--- config.mk ---
export PLATFORM = sky130hd
export DESIGN_NAME = operand_fetch
export DESIGN_NICKNAME = d
export VERILOG_FILES = /design/src/rtl/opf_pkg.sv /design/src/rtl/opf_scoreboard.sv /design/src/rtl/operand_fetch.sv
export SDC_FILE = /design/constraint.sdc
export NUM_CORES = 1
export LEC_CHECK = 0
export ABC_AREA = 1
export BUFFER_PORTS_ARGS = -buffer_cell sky130_fd_sc_hd__buf_2
export CAP_MARGIN = 5
export CORE_MARGIN = 3
export CORE_UTILIZATION = 30
export CTS_CLUSTER_DIAMETER = 120
export DETAILED_ROUTE_END_ITERATION = 16
export GPL_TIMING_DRIVEN = 0
export PLACE_DENSITY_LB_ADDON = 0.1
export SYNTH_ARGS = -nofsm -noshare
export SYNTH_HDL_FRONTEND = slang
export SYNTH_SLANG_ARGS = --single-unit
--- constraint.sdc ---
create_clock -name clk -period 2.3 [get_ports clk]
set_clock_uncertainty 0.1 [all_clocks]
set_input_delay 0.115 -clock clk [delete_from_list [all_inputs] [get_ports clk]]
set_output_delay 0.115 -clock clk [all_outputs]
set_load 0.01 [all_outputs]
--- src/rtl/opf_pkg.sv ---
// Shared field layout for the operand-fetch issue stage.
package opf_pkg;

   localparam int unsigned OPC_MSB = 31;
   localparam int unsigned OPC_LSB = 26;
   localparam int unsigned RD_MSB  = 25;
   localparam int unsigned RD_LSB  = 21;
   localparam int unsigned RS1_MSB = 20;
   localparam int unsigned RS1_LSB = 16;
   localparam int unsigned RS2_MSB = 15;
   localparam int unsigned RS2_LSB = 11;
   localparam int unsigned IMM_MSB = 15;
   localparam int unsigned IMM_LSB = 0;

   localparam int unsigned OPC_W   = OPC_MSB - OPC_LSB + 1;
   localparam int unsigned IMM_W   = IMM_MSB - IMM_LSB + 1;

   // opcode bit meanings: immediate form, and "no writeback"
   localparam int unsigned OPC_IMM_BIT  = 5;
   localparam int unsigned OPC_NOWB_BIT = 4;

endpackage

--- src/rtl/opf_scoreboard.sv ---
// Pending-write scoreboard: one bit per register, r0 never pending.
module opf_scoreboard #(
   parameter int RFW = 5
) (
   input  logic           clk,
   input  logic           rst_n,
   input  logic           set_en,
   input  logic [RFW-1:0] set_idx,
   input  logic           clr_en,
   input  logic [RFW-1:0] clr_idx,
   input  logic [RFW-1:0] q_rs1,
   input  logic [RFW-1:0] q_rs2,
   input  logic [RFW-1:0] q_rd,
   output logic           pend_rs1,
   output logic           pend_rs2,
   output logic           pend_rd
);

   localparam int unsigned NREG = 2 ** RFW;

   logic [NREG-1:0] pend;
   logic [NREG-1:0] pend_nxt;

   // Clear is applied before set so a same-edge set of the same index wins.
   always_comb begin
      pend_nxt = pend;
      if (clr_en) pend_nxt[clr_idx] = 1'b0;
      if (set_en) pend_nxt[set_idx] = 1'b1;
      pend_nxt[0] = 1'b0;
   end

   always_ff @(posedge clk) begin
      if (!rst_n) pend <= '0;
      else        pend <= pend_nxt;
   end

   assign pend_rs1 = pend[q_rs1];
   assign pend_rs2 = pend[q_rs2];
   assign pend_rd  = pend[q_rd];

endmodule

--- src/rtl/operand_fetch.sv ---
// Issue stage: RF read, RAW/WAW hazard check, operand register for execute.
// Optional writeback bypass enabled by defining OPF_WB_BYPASS_EN.
module operand_fetch
   import opf_pkg::*;
#(
   parameter int RFW = 5,
   parameter int DW  = 32,
   parameter int IW  = 32
) (
   input  logic             clk,
   input  logic             rst_n,
   input  logic             in_valid,
   output logic             in_ready,
   input  logic [IW-1:0]    in_instr,
   output logic [RFW-1:0]   rf_reg1,
   output logic [RFW-1:0]   rf_reg2,
   input  logic [DW-1:0]    rf_reg1data,
   input  logic [DW-1:0]    rf_reg2data,
   input  logic             wb_we,
   input  logic [RFW-1:0]   wb_reg,
   input  logic [DW-1:0]    wb_data,
   output logic             out_valid,
   input  logic             out_ready,
   output logic [OPC_W-1:0] out_opcode,
   output logic [RFW-1:0]   out_rd,
   output logic             out_rd_we,
   output logic [DW-1:0]    out_op1,
   output logic [DW-1:0]    out_op2
);

`ifdef OPF_WB_BYPASS_EN
   localparam bit WB_BYPASS = 1'b1;
`else
   localparam bit WB_BYPASS = 1'b0;
`endif

   logic [OPC_W-1:0] opcode;
   logic [RFW-1:0]   rd, rs1, rs2;
   logic [IMM_W-1:0] imm;
   logic             is_imm, rd_we;
   logic             pend_rs1, pend_rs2, pend_rd;
   logic             wb_hit1, wb_hit2, wb_clr;
   logic             haz1, haz2, haz_waw, hazard;
   logic             accept;
   logic [DW-1:0]    op1, op2;

   assign opcode = in_instr[OPC_MSB:OPC_LSB];
   assign rd     = in_instr[RD_LSB +: RFW];
   assign rs1    = in_instr[RS1_LSB +: RFW];
   assign rs2    = in_instr[RS2_LSB +: RFW];
   assign imm    = in_instr[IMM_MSB:IMM_LSB];
   assign is_imm = opcode[OPC_IMM_BIT];
   assign rd_we  = !opcode[OPC_NOWB_BIT] && (rd != '0);

   assign rf_reg1 = rs1;
   assign rf_reg2 = rs2;

   assign wb_clr  = wb_we && (wb_reg != '0);
   assign wb_hit1 = wb_we && (wb_reg == rs1) && (rs1 != '0);
   assign wb_hit2 = wb_we && (wb_reg == rs2) && (rs2 != '0);

   opf_scoreboard #(.RFW(RFW)) u_sb (
      .clk      (clk),
      .rst_n    (rst_n),
      .set_en   (accept && rd_we),
      .set_idx  (rd),
      .clr_en   (wb_clr),
      .clr_idx  (wb_reg),
      .q_rs1    (rs1),
      .q_rs2    (rs2),
      .q_rd     (rd),
      .pend_rs1 (pend_rs1),
      .pend_rs2 (pend_rs2),
      .pend_rd  (pend_rd)
   );

   // Without bypass a source stays hazardous through its wb cycle and is
   // read from the freshly written RF one cycle later.
   assign haz1    = pend_rs1 && (rs1 != '0) && !(WB_BYPASS && wb_hit1);
   assign haz2    = !is_imm && pend_rs2 && (rs2 != '0) && !(WB_BYPASS && wb_hit2);
   assign haz_waw = rd_we && pend_rd;
   assign hazard  = haz1 || haz2 || haz_waw;

   assign in_ready = !hazard && (!out_valid || out_ready);
   assign accept   = in_valid && in_ready;

   assign op1 = (WB_BYPASS && wb_hit1) ? wb_data : rf_reg1data;
   assign op2 = is_imm                 ? DW'($signed(imm)) :
                (WB_BYPASS && wb_hit2) ? wb_data : rf_reg2data;

   always_ff @(posedge clk) begin
      if (!rst_n) begin
         out_valid  <= 1'b0;
         out_opcode <= '0;
         out_rd     <= '0;
         out_rd_we  <= 1'b0;
         out_op1    <= '0;
         out_op2    <= '0;
      end else if (accept) begin
         out_valid  <= 1'b1;
         out_opcode <= opcode;
         out_rd     <= rd;
         out_rd_we  <= rd_we;
         out_op1    <= op1;
         out_op2    <= op2;
      end else if (out_ready) begin
         out_valid  <= 1'b0;
      end
   end

endmodule

=== Word level (Yosys, flattened, before mapping) ===
Cells that the tools add are included.

* Magnitude comparators: 6
* Multiplexer cells: 15
* Bitwise logic cells: 3
* Reduce and logical (&&, ||, !) cells: 23

{| class="wikitable"
|+ Operator list
! cell !! number
|-
| 2-to-1 mux 32 bit || 3
|-
| AND 32 bit || 1
|-
| NOT 32 bit || 1
|-
| bitwise OR 32 bit || 1
|-
| less-than comparator 5 x 6 -> 1 bit, second input constant || 4
|-
| nonzero test 5 bit || 4
|-
| binary-select mux 1 bit (select 5 bit) || 3
|-
| logical AND 1 bit || 11
|-
| demux 1 bit (select 5 bit) || 2
|-
| >= comparator 5 x 1 -> 1 bit, second input constant || 2
|-
| 2-to-1 mux 1 bit || 7
|-
| zero test 1 bit || 4
|-
| logical OR 1 bit || 3
|-
| nonzero test 2 bit || 1
|}

* Bits in registers: 109
* Output and inout port bits: 88
* Word-level logic and storage cells: 55

=== Depth between registers and ports, before layout ===
Gate-level depths: netlist of run 1.

* Word-level depth: 11
* Mapped depth: 19
* Gate-level depth less buffers: 16

=== Cells and area by module ===
Synthesis of run 1 repeated with hierarchy kept, for this count alone.

* Cells, all modules: 1005
* Area total of the unflattened synthesis: 6064.6 µm²

{| class="wikitable"
|+ By module, submodules not included
! module !! times used !! cells each !! area each (µm²) !! seq. area each (µm²)
|-
| operand_fetch || 1 || 611 || 3737.3 || 1541.5
|-
| opf_scoreboard || 1 || 394 || 2327.2 || 620.6
|}

=== Worst setup path before layout of run 1 ===
OpenSTA, ideal clock, no wires.

* Path type: input to register
* Start: input port in_instr[22]
* End: register out_op2[10]
* Data arrival time: 1.551 ns
* Setup slack: 0.528 ns
* Stages on the path: 17
* Path through: buf_4 nand2_4 inv_1 nand2_1 nand3_1 nand2_1 nand2_1 nor2_1 nand2_1 nand2_1 nand2_1 nor2_4 nand3_2 inv_2 buf_6 buf_2 a21oi_1

* Word-level cells in the longest chain between the ends: 7
* Elaborated cells on any way between the ends: 9
* Classes of those cells: mux: 2; reduce/logical: 7

{| class="wikitable"
|+ RTL lines
! item !! RTL line !! text
|-
| from (decl) || operand_fetch.sv:14 || <nowiki>input logic [IW-1:0] in_instr,</nowiki>
|-
| binary-select mux 1 bit (select 5 bit) / nonzero test 5 bit (equally long branches) || opf_scoreboard.sv:39, operand_fetch.sv:53 ||
|-
| 2-to-1 mux 1 bit (not written as such) / logical AND 1 bit (equally long branches) || opf_scoreboard.sv:39, operand_fetch.sv:53 ||
|-
| logical AND 1 bit * || operand_fetch.sv:81 || <nowiki>assign haz_waw = rd_we && pend_rd;</nowiki>
|-
| logical OR 1 bit * || operand_fetch.sv:82 || <nowiki>assign hazard = haz1 || haz2 || haz_waw;</nowiki>
|-
| zero test 1 bit * || operand_fetch.sv:84 || <nowiki>assign in_ready = !hazard && (!out_valid || out_ready);</nowiki>
|-
| logical AND 1 bit * || operand_fetch.sv:84 ||
|-
| logical AND 1 bit * || operand_fetch.sv:85 || <nowiki>assign accept = in_valid && in_ready;</nowiki>
|-
| to (signal assigned) || operand_fetch.sv:105 || <nowiki>out_op2 <= op2;</nowiki>
|-
| to (decl) || operand_fetch.sv:28 || <nowiki>output logic [DW-1:0] out_op2</nowiki>
|}

Every way passes the cells marked *; elsewhere a longest branch is shown, timed or not. The select of a mux whose other input is x is not followed.
A chain may end at the register's enable or synchronous reset.

=== Final worst setup path of run 1 ===
* Start: register u_sb.pend[3]
* End: output port in_ready

* Word-level cells in the longest chain between the ends: 8
* Elaborated cells on any way between the ends: 14
* Classes of those cells: mux: 6; reduce/logical: 8

{| class="wikitable"
|+ RTL lines
! item !! RTL line !! text
|-
| from (decl) || opf_scoreboard.sv:21 || <nowiki>logic [NREG-1:0] pend;</nowiki>
|-
| from (signal assigned) || opf_scoreboard.sv:34 || <nowiki>else pend <= pend_nxt;</nowiki>
|-
| binary-select mux 1 bit (select 5 bit) || opf_scoreboard.sv:38 || <nowiki>assign pend_rs2 = pend[q_rs2];</nowiki>
|-
| 2-to-1 mux 1 bit (not written as such) || opf_scoreboard.sv:38 ||
|-
| logical AND 1 bit (2 in a row) || operand_fetch.sv:80 || <nowiki>assign haz2 = !is_imm && pend_rs2 && (rs2 != '0) && !(WB_BYPASS && wb_hit2);</nowiki>
|-
| logical OR 1 bit || operand_fetch.sv:82 ||
|-
| logical OR 1 bit * || operand_fetch.sv:82 ||
|-
| zero test 1 bit * || operand_fetch.sv:84 ||
|-
| logical AND 1 bit * || operand_fetch.sv:84 ||
|-
| to (decl) || operand_fetch.sv:13 || <nowiki>output logic in_ready,</nowiki>
|}

Marked as above.

==> results of run 1 <==
-- per-stage QoR --
stage | instance area (µm²) | utilization, %
global placement | 7010 | 37.3
detailed placement | 7010 | 37.3
global route | 8370 | 44.6
CTS | 8170 | 43.5
floorplan | 5770 | -
finish | 8370 | 44.6
-- area by class of cell --
type	count	share of cell area (%)
multi-input combinational	644	35.7
tap	234	3.50
inverter	78	3.59
clock inverter	7	1.11
buffer	63	5.12
timing repair buffer	281	22.3
sequential	108	26.0
clock buffer	9	2.69
-- layer usage --
layer	GRT usage [%]	wire length, µm	share of wire [%]
met5	0	0	0
met4	4.27	299	1.4
met3	4.47	1220	5.7
met2	30.7	9540	45
met1	26.9	10200	48
-- Yosys cell counts, drive strengths merged --
cell,count
o21bai,1
nand2,323
o21ai,48
a21oi,119
dfxtp,108
o21a,1
clkinv,2
buf,43
mux2i,12
o211ai,8
inv,76
nand4,32
nor2,49
nand3,34
clkbuf,20
o31ai,1
nor3,16
-- report_power, final --
part | switching [mW] | internal (mW) | leakage (nW)
clock | 0.800 | 0.878 | 0.156
sequential | 0.0522 | 1.97 | 0.885
combinational | 0.637 | 0.506 | 2.84
-- worst min path at each step --
stage	to	depth (start not counted)	startpoint	slack, ps
after CTS	out_op2[15]	5	rf_reg2data[15]	1
after global routing	out_valid	3	out_ready	20
after floorplan	out_op1[10]	2	rf_reg1data[10]	160
final	out_op2[15]	5	rf_reg2data[15]	10
after detailed placement	out_op1[29]	3	rf_reg1data[29]	270
after global placement	out_op1[5]	3	rf_reg1data[5]	270
-- flip-flops by register name, indices dropped and copies added (netlist names) --
register    count
out_op1        32
out_op2        32
u_sb.pend      31
out_opcode      6
out_rd          5
out_rd_we       1
out_valid       1
-- kinds of logic (layout without fill, tap and decap cells) --
kind of cell	count (synthesis)	in the layout	share of synthesized area, %
DFF	108	108	37.5
buffers and inverters	141	438	11.7
and+or+nand+nor	454	454	32.4
muxes	12	12	2.08
AOI/OAI and AO/OA	178	178	16.3
-- timing repair --
action / 4_1_cts / 5_1_grt
endpoints found under the setup margin: 11 / 79
hold buffers: 83 / 0
endpoints found under the hold margin: 72 / 0
pin swaps: 0 / 2
resized for setup: 3 / 46
buffers inserted: 0 / 8
gates cloned: 0 / 1
-- tightest hold or removal path: cells and delay by family --
family	cells	cell delay, ps
and+or+nand+nor	3	150
buffers and inverters	1	100
AOI/OAI and AO/OA	1	50
==> run summary, run 1 <==
Setup crit start = u_sb.pend[3]
DPL Wire Length = 15.6 mm
total number of yosys warnings = 0
most frequent cells in the layout = nand2_1, buf_2, a21oi_1
Reg area = 0.00217 mm²
gr ovfl total = 0
#FFs+latches synth = 108
IO buf count = 189
hold slack = 13.7 ps
sequential area share after synthesis = 37.5%
Avg WL per Cell = 14.9 µm
worst endpoint data arrival time = 1950 ps
antenna diode count = 0
vias in the first global route = 6,088
post-synth net total = 1,031
Tmin final = 2160 ps
nets@finish = 1,323
leak pwr = 3.88 nW
drt total wl = 21.2 mm
Top Ports = 226
Max Clock Freq = 462 MHz
Critical Path RT = 2090 ps
final setup margin = 136 ps
status = finished, final reports clean
Final Power = 4.85 mW
Skew-Pair Late Insertion Delay = 350 ps
Crit path max-delay family = simple AND/OR/NAND/NOR gates
GRT Util Overall = 19.4%
FP Rows = 50
initial antenna violation count = 0
DRC Markers = 0
Crit-path slowest cell = dfxtp_1
worst path buffer plus inverter count = 3
Syn-to-layout area delta = 45.0%
Top cell by count, worst path = nand3_1
clock sink count = 108
R2R setup slack = 180 ps
deepest clock path buffer count = 2
die width = 145 µm
Worst Reg-to-Reg Cells = 13
top cell type's share of synthesized area = 37.5%
worst hold path class = in -> reg
core area = 0.0188 mm²
Non-Filler Instances = 1,424
Worst Max-Slew Pin Slew = 742 ps
top cells by area, synth = dfxtp_1, nand2_1, a21oi_1, inv_1, o21ai_0
Starting Density = 30.7%
clk root buf = clkbuf_16
first-pass GRT wire length = 32.2 mm
CP max stage delay = 370 ps
worst reg2reg startpoint = u_sb.pend[3]
Die Height = 145 µm
CTS tree = done
RSZ-0062 raised after global routing = true
Power Density = 579 mW/mm²
largest net degree at the start of global routing = 21
full die area = 0.0209 mm²
synthesized area = 0.00577 mm²
Worst path depth = 11
clock buffers created by TritonCTS = 9
Initial DRC Count = 279
gpl congestion = 0.843
placed insts = 1,316
Pre-antenna DRT Iters = 6
area of the multi-input gates = 0.00299 mm²
layout cells sized above 1 = 24.5%
Placement Setup Slack = -161 ps
Post-DRT Antenna Nets = 0
final slew viol count = 0
CP endpoint = in_ready
final setup fails = 0
worst vdd ir = 0.461 mV
slew margin rel. = 50.6%
worst-path cell chain = inv_1, nand2_1, nand3_1, nand3_1, nand3_1, nand2_1, a21oi_2, nand3_2, nor2_4, buf_6, buf_4
synthesized area per cell = 6.46 µm²
H-tree levels = 3
Max Cap Violations = 0
Max Fanout on Critical Path = 6
Synth Instances = 893
kind of critical path = reg -> out
via count = 6,673
Layout fillers = 1,993
final worst-path cycle share = 94.1%
final setup TNS = 0 ps
crit end category = output pin
critical path startpoint category = register
most common cell after layout, fill and taps aside = nand2_1
FF-to-FF End = u_sb.pend[5]
leading area contributor after synthesis = dfxtp_1
vias per std cell = 4.69
Fin. Hold Viols = 0
Synth cell types = 29
Reg clk slew, reported paths = 80 ps
Power figures use the tool's default switching activity.
==> run 2, diff against run 1 <==
--- a/config.mk
+++ b/config.mk
@@ -6,7 +6,7 @@
 export NUM_CORES = 1
 export LEC_CHECK = 0
 export ABC_AREA = 1
-export BUFFER_PORTS_ARGS = -buffer_cell sky130_fd_sc_hd__buf_2
+export BUFFER_PORTS_ARGS = -buffer_cell sky130_fd_sc_hd__buf_4
 export CAP_MARGIN = 5
 export CORE_MARGIN = 3
 export CORE_UTILIZATION = 30
@@ -14,6 +14,7 @@
 export DETAILED_ROUTE_END_ITERATION = 16
 export GPL_TIMING_DRIVEN = 0
 export PLACE_DENSITY_LB_ADDON = 0.1
+export SLEW_MARGIN = 0
 export SYNTH_ARGS = -nofsm -noshare
 export SYNTH_HDL_FRONTEND = slang
 export SYNTH_SLANG_ARGS = --single-unit
==> run summary, run 2 (same netlist as run 1, synthesis figures left out) <==
gr ovfl total = 0
Syn-to-layout area delta = 48.5%
gpl congestion = 0.852
DPL Wire Length = 15.6 mm
leak pwr = 3.87 nW
DRC Markers = 0
largest net degree at the start of global routing = 21
full die area = 0.0209 mm²
drt total wl = 21.0 mm
IO buf count = 189
via count = 6,645
Fin. Hold Viols = 0
clock buffers created by TritonCTS = 9
HP Start = rf_reg2data[23]
placed insts = 1,316
Post-DRT Antenna Nets = 0
kind of critical path = reg -> out
worst-path cell chain = inv_2, nand2_1, nand3_1, nand3_1, nand3_1, nand2_1, a21oi_2, nand3_2, nor2_4, buf_6, buf_4
layout cells sized above 1 = 24.0%
Pre-antenna DRT Iters = 5
final setup margin = 124 ps
Finished Core Util = 45.6%
worst vdd ir = 0.370 mV
crit end category = output pin
Worst Max-Slew Pin Slew = 765 ps
RSZ-0062 raised after global routing = true
nets@finish = 1,301
FP Rows = 50
core area = 0.0188 mm²
vias in the first global route = 6,133
deepest clock path buffer count = 2
Critical Path RT = 2090 ps
H-tree levels = 3
Crit-path slowest cell = dfxtp_1
most common cell after layout, fill and taps aside = nand2_1
Skew-Pair Late Insertion Delay = 350 ps
clock sink count = 108
Reg area = 0.00217 mm²
Max Clock Freq = 460 MHz
initial antenna violation count = 0
CP max stage delay = 370 ps
slew margin rel. = 49.0%
Max Fanout on Critical Path = 10
Avg WL per Cell = 14.9 µm
Top cell by count, worst path = nand3_1
vias per std cell = 4.74
largest registers = out_op1 (32), out_op2 (32), u_sb.pend (31)
most frequent cells in the layout = nand2_1, buf_4, a21oi_1
Starting Density = 30.7%
Max Cap Violations = 0
area of the multi-input gates = 0.00297 mm²
status = finished, final reports clean
die width = 145 µm
antenna diode count = 0
Reg clk slew, reported paths = 70 ps
Top Ports = 226
Layout Cell Area excl Fill = 0.00857 mm²
clk root buf = clkbuf_16
DP Area = 0.00748 mm²
Layout fillers = 1,994
Final Power = 4.78 mW
Setup crit start = u_sb.pend[3]
Placement Setup Slack = -223 ps
worst endpoint data arrival time = 1960 ps
CTS tree = done
Tmin final = 2180 ps
Power Density = 558 mW/mm²
final slew viol count = 0
final setup fails = 0
Initial DRC Count = 404
worst reg2reg startpoint = u_sb.pend[3]
worst hold path class = in -> reg
first-pass GRT wire length = 32.1 mm
Die Height = 145 µm
Non-Filler Instances = 1,402
critical path startpoint category = register
GRT Util Overall = 19.3%
final worst-path cycle share = 94.6%
[run 2: per-layer routing]
layer  routed length (µm)  vias up  GRT usage (%)
met3                 1730       26           4.50
met4                  357        0           5.15
met2                 9510      237           30.5
li1                     -     3428              -
met5                    0        -              0
met1                 9350     2954           26.5
[run 2: worst paths after layout]
kind / to / cells past startpoint / slack, ps
min: out_op2[23] / 5 / 10
min reg2reg: out_op2[25] / 2 / 370
max reg2reg: out_op1[25] / 14 / 170
max: in_ready / 11 / 120
[run 2: repair_timing]
action,4_1_cts,5_1_grt
gates resized for setup,3,38
pin swaps,0,1
endpoints found under the hold margin,58,0
setup buffers,0,1
hold buffers,69,0
endpoints found under the setup margin,11,81
[run 2: metrics by stage]
stage	TNS [ps]	hold slack, ps
global route	-51.4	16.3
detailed placement	-9120	275
CTS	0	0.497
finish	0	11.4
floorplan	0	158
global placement	-3420	268
[run 2: final cells by class]
class                           instances  area share, %
Clock inverter                          7          0.789
Multi-Input combinational cell        644           34.6
Timing Repair Buffer                  259           24.7
Sequential cell                       108           25.4
Inverter                               78           3.48
Tap cell                              234           3.42
Buffer                                 63           4.95
Clock buffer                            9           2.63
[run 2: critical path, delay by kind of cell, from the launching register on]
| kind | cells | cell delay (ps) |
|---|---|---|
| AND/OR/NAND/NOR | 7 | 660 |
| buffers and inverters | 3 | 380 |
| flip-flops | 1 | 370 |
| AO/OA/AOI/OAI | 1 | 180 |
[run 2: where the power goes]
part	switching, mW	total [mW]	internal, mW
sequential	0.0576	2.03	1.97
combinational	0.623	1.19	0.565
clock	0.794	1.56	0.766
total	1.48	4.78	3.31
==> run 3, diff against run 2 <==
--- a/config.mk
+++ b/config.mk
@@ -14,6 +14,7 @@
 export DETAILED_ROUTE_END_ITERATION = 16
 export GPL_TIMING_DRIVEN = 0
 export PLACE_DENSITY_LB_ADDON = 0.1
+export REMOVE_ABC_BUFFERS = 1
 export SLEW_MARGIN = 0
 export SYNTH_ARGS = -nofsm -noshare
 export SYNTH_HDL_FRONTEND = slang
==> constraint.sdc (replaced) <==
create_clock -name clk -period 2.17 [get_ports clk]
set_clock_uncertainty 0.1 [all_clocks]
set_input_delay 0.1085 -clock clk [delete_from_list [all_inputs] [get_ports clk]]
set_output_delay 0.1085 -clock clk [all_outputs]
set_load 0.01 [all_outputs]
==> run summary, run 3 (same netlist as run 1, synthesis figures left out) <==
final setup margin = -11.9 ps
final setup TNS = -28.0 ps
worst vdd ir = 0.418 mV
worst endpoint data arrival time = 2380 ps
worst hold path class = in -> reg
vias per std cell = 4.77
Initial DRC Count = 369
largest net degree at the start of global routing = 51
Max Cap Violations = 0
worst reg2reg startpoint = u_sb.pend[3]
Max Fanout on Critical Path = 6
Max Clock Freq = 458 MHz
Placement Setup Slack = -1340 ps
most frequent cells in the layout = nand2_1, buf_4, a21oi_1
violated checks = setup timing
Post-DRT Antenna Nets = 0
FP Rows = 50
deepest clock path buffer count = 2
clock buffers created by TritonCTS = 9
Reg clk slew, reported paths = 80 ps
final slew viol count = 0
status = finished, violations left
R2R setup slack = -10 ps
clock sink count = 108
Avg WL per Cell = 16.3 µm
Die Height = 145 µm
FF-to-FF End = out_op2[5]
Tmin final = 2180 ps
Setup crit start = u_sb.pend[3]
clk root buf = clkbuf_16
drt total wl = 22.6 mm
Finished Core Util = 48.0%
Fin. Hold Viols = 0
leak pwr = 4.02 nW
crit end category = register
via count = 6,637
CP endpoint = out_op2[5]
CTS tree = done
first-pass GRT wire length = 33.4 mm
Pre-antenna DRT Iters = 4
core area = 0.0188 mm²
layout cells sized above 1 = 25.2%
DPL Wire Length = 13.3 mm
RSZ-0062 raised after global routing = true
Power Density = 607 mW/mm²
initial antenna violation count = 0
Worst Reg-to-Reg Cells = 16
die width = 145 µm
most common cell after layout, fill and taps aside = nand2_1
H-tree levels = 3
antenna diode count = 0
slew margin rel. = 58.6%
gr ovfl total = 0
largest registers = out_op1 (32), out_op2 (32), u_sb.pend (31)
vias in the first global route = 6,043
Syn-to-layout area delta = 56.0%
Critical Path RT = 2370 ps
critical path startpoint category = register
Final Power = 5.46 mW
gpl congestion = 0.837
nets@finish = 1,290
Top Ports = 226
kind of critical path = reg -> reg
DRC Markers = 0
HP Start = in_instr[21]
Starting Density = 30.7%
GRT Util Overall = 20.5%
Worst Max-Slew Pin Slew = 620 ps
Skew-Pair Late Insertion Delay = 360 ps
final setup fails = 3
final worst-path cycle share = 101%
IO buf count = 193
full die area = 0.0209 mm²
==> run 3: changes by cell type in the layout (fill, tap and decap cells not counted), sizes merged <==
cell         change
buf             -11
bufinv           +1
clkbuf          -21
clkinv           +1
dlygate4sd3     +19
inv              -1
nor2             +1
==> run 3: metrics by stage <==
step / cell area, µm² / hold slack [ps] / cells
6_report: 9000 / 43.7 / 1391
4_1_cts: 8770 / 28.4 / 1385
5_1_grt: 9000 / 47.8 / 1391
3_3_place_gp: 7130 / 260 / 1257
3_5_place_dp: 7210 / 267 / 1260
2_1_floorplan: 5390 / 117 / 830
==> run 3: final cells by class <==
type	instances	area (µm²)
Clock buffer	9	225
Fill cell	1932	9770
Inverter	78	317
Multi-Input combinational cell	645	3040
Clock inverter	7	108
Timing Repair inverter	1	16.3
Sequential cell	108	2180
Timing Repair Buffer	309	2820
Tap cell	234	293
==> run 3: critical path, stage by stage (launching register included) <==
cell	delay, ps
dfxtp_1	340
inv_2	100
nand2_1	50
nand3_1	80
nand3_1	60
nand3_1	90
nand2_1	100
a21oi_4	200
inv_2	60
nor2_4	120
nand3_4	110
buf_16	190
buf_12	150
buf_12	130
nand2_1	50
nand2_1	60
a21oi_2	100
==> run 3: what timing repair did <==
action | 4_1_cts | 5_1_grt
buffers inserted | 15 | 2
pin swaps | 3 | 4
hold endpoints to repair | 75 | 0
hold buffers | 88 | 0
gates resized for setup | 32 | 36
gates cloned | 6 | 5
setup endpoints to repair | 109 | 109
==> run 3: how the worst min path moves through the flow <==
| stage | depth (start not counted) | slack [ps] | end |
|---|---|---|---|
| after floorplan | 0 | 120 | rf_reg1[0] |
| after global placement | 3 | 260 | out_op1[26] |
| after detailed placement | 3 | 270 | out_op1[29] |
| after CTS | 3 | 30 | out_rd[0] |
| after global routing | 3 | 50 | out_rd[0] |
| final | 3 | 40 | out_rd[0] |
==> run 3: report_power, final <==
part           switching (mW)  total, mW  internal (mW)
registers              0.0582       2.15           2.09
logic                   0.749       1.47          0.719
clock network           0.902       1.85          0.945
total                    1.71       5.46           3.75
==> run 3: routing by layer <==
| metal | GRT usage [%] | wire, µm | part of all wire (%) |
|---|---|---|---|
| met5 | 0 | 0 | 0 |
| met4 | 5.65 | 342 | 1.5 |
| met3 | 3.55 | 1650 | 7.3 |
| met2 | 32.5 | 10200 | 45 |
| met1 | 28.9 | 10500 | 46 |
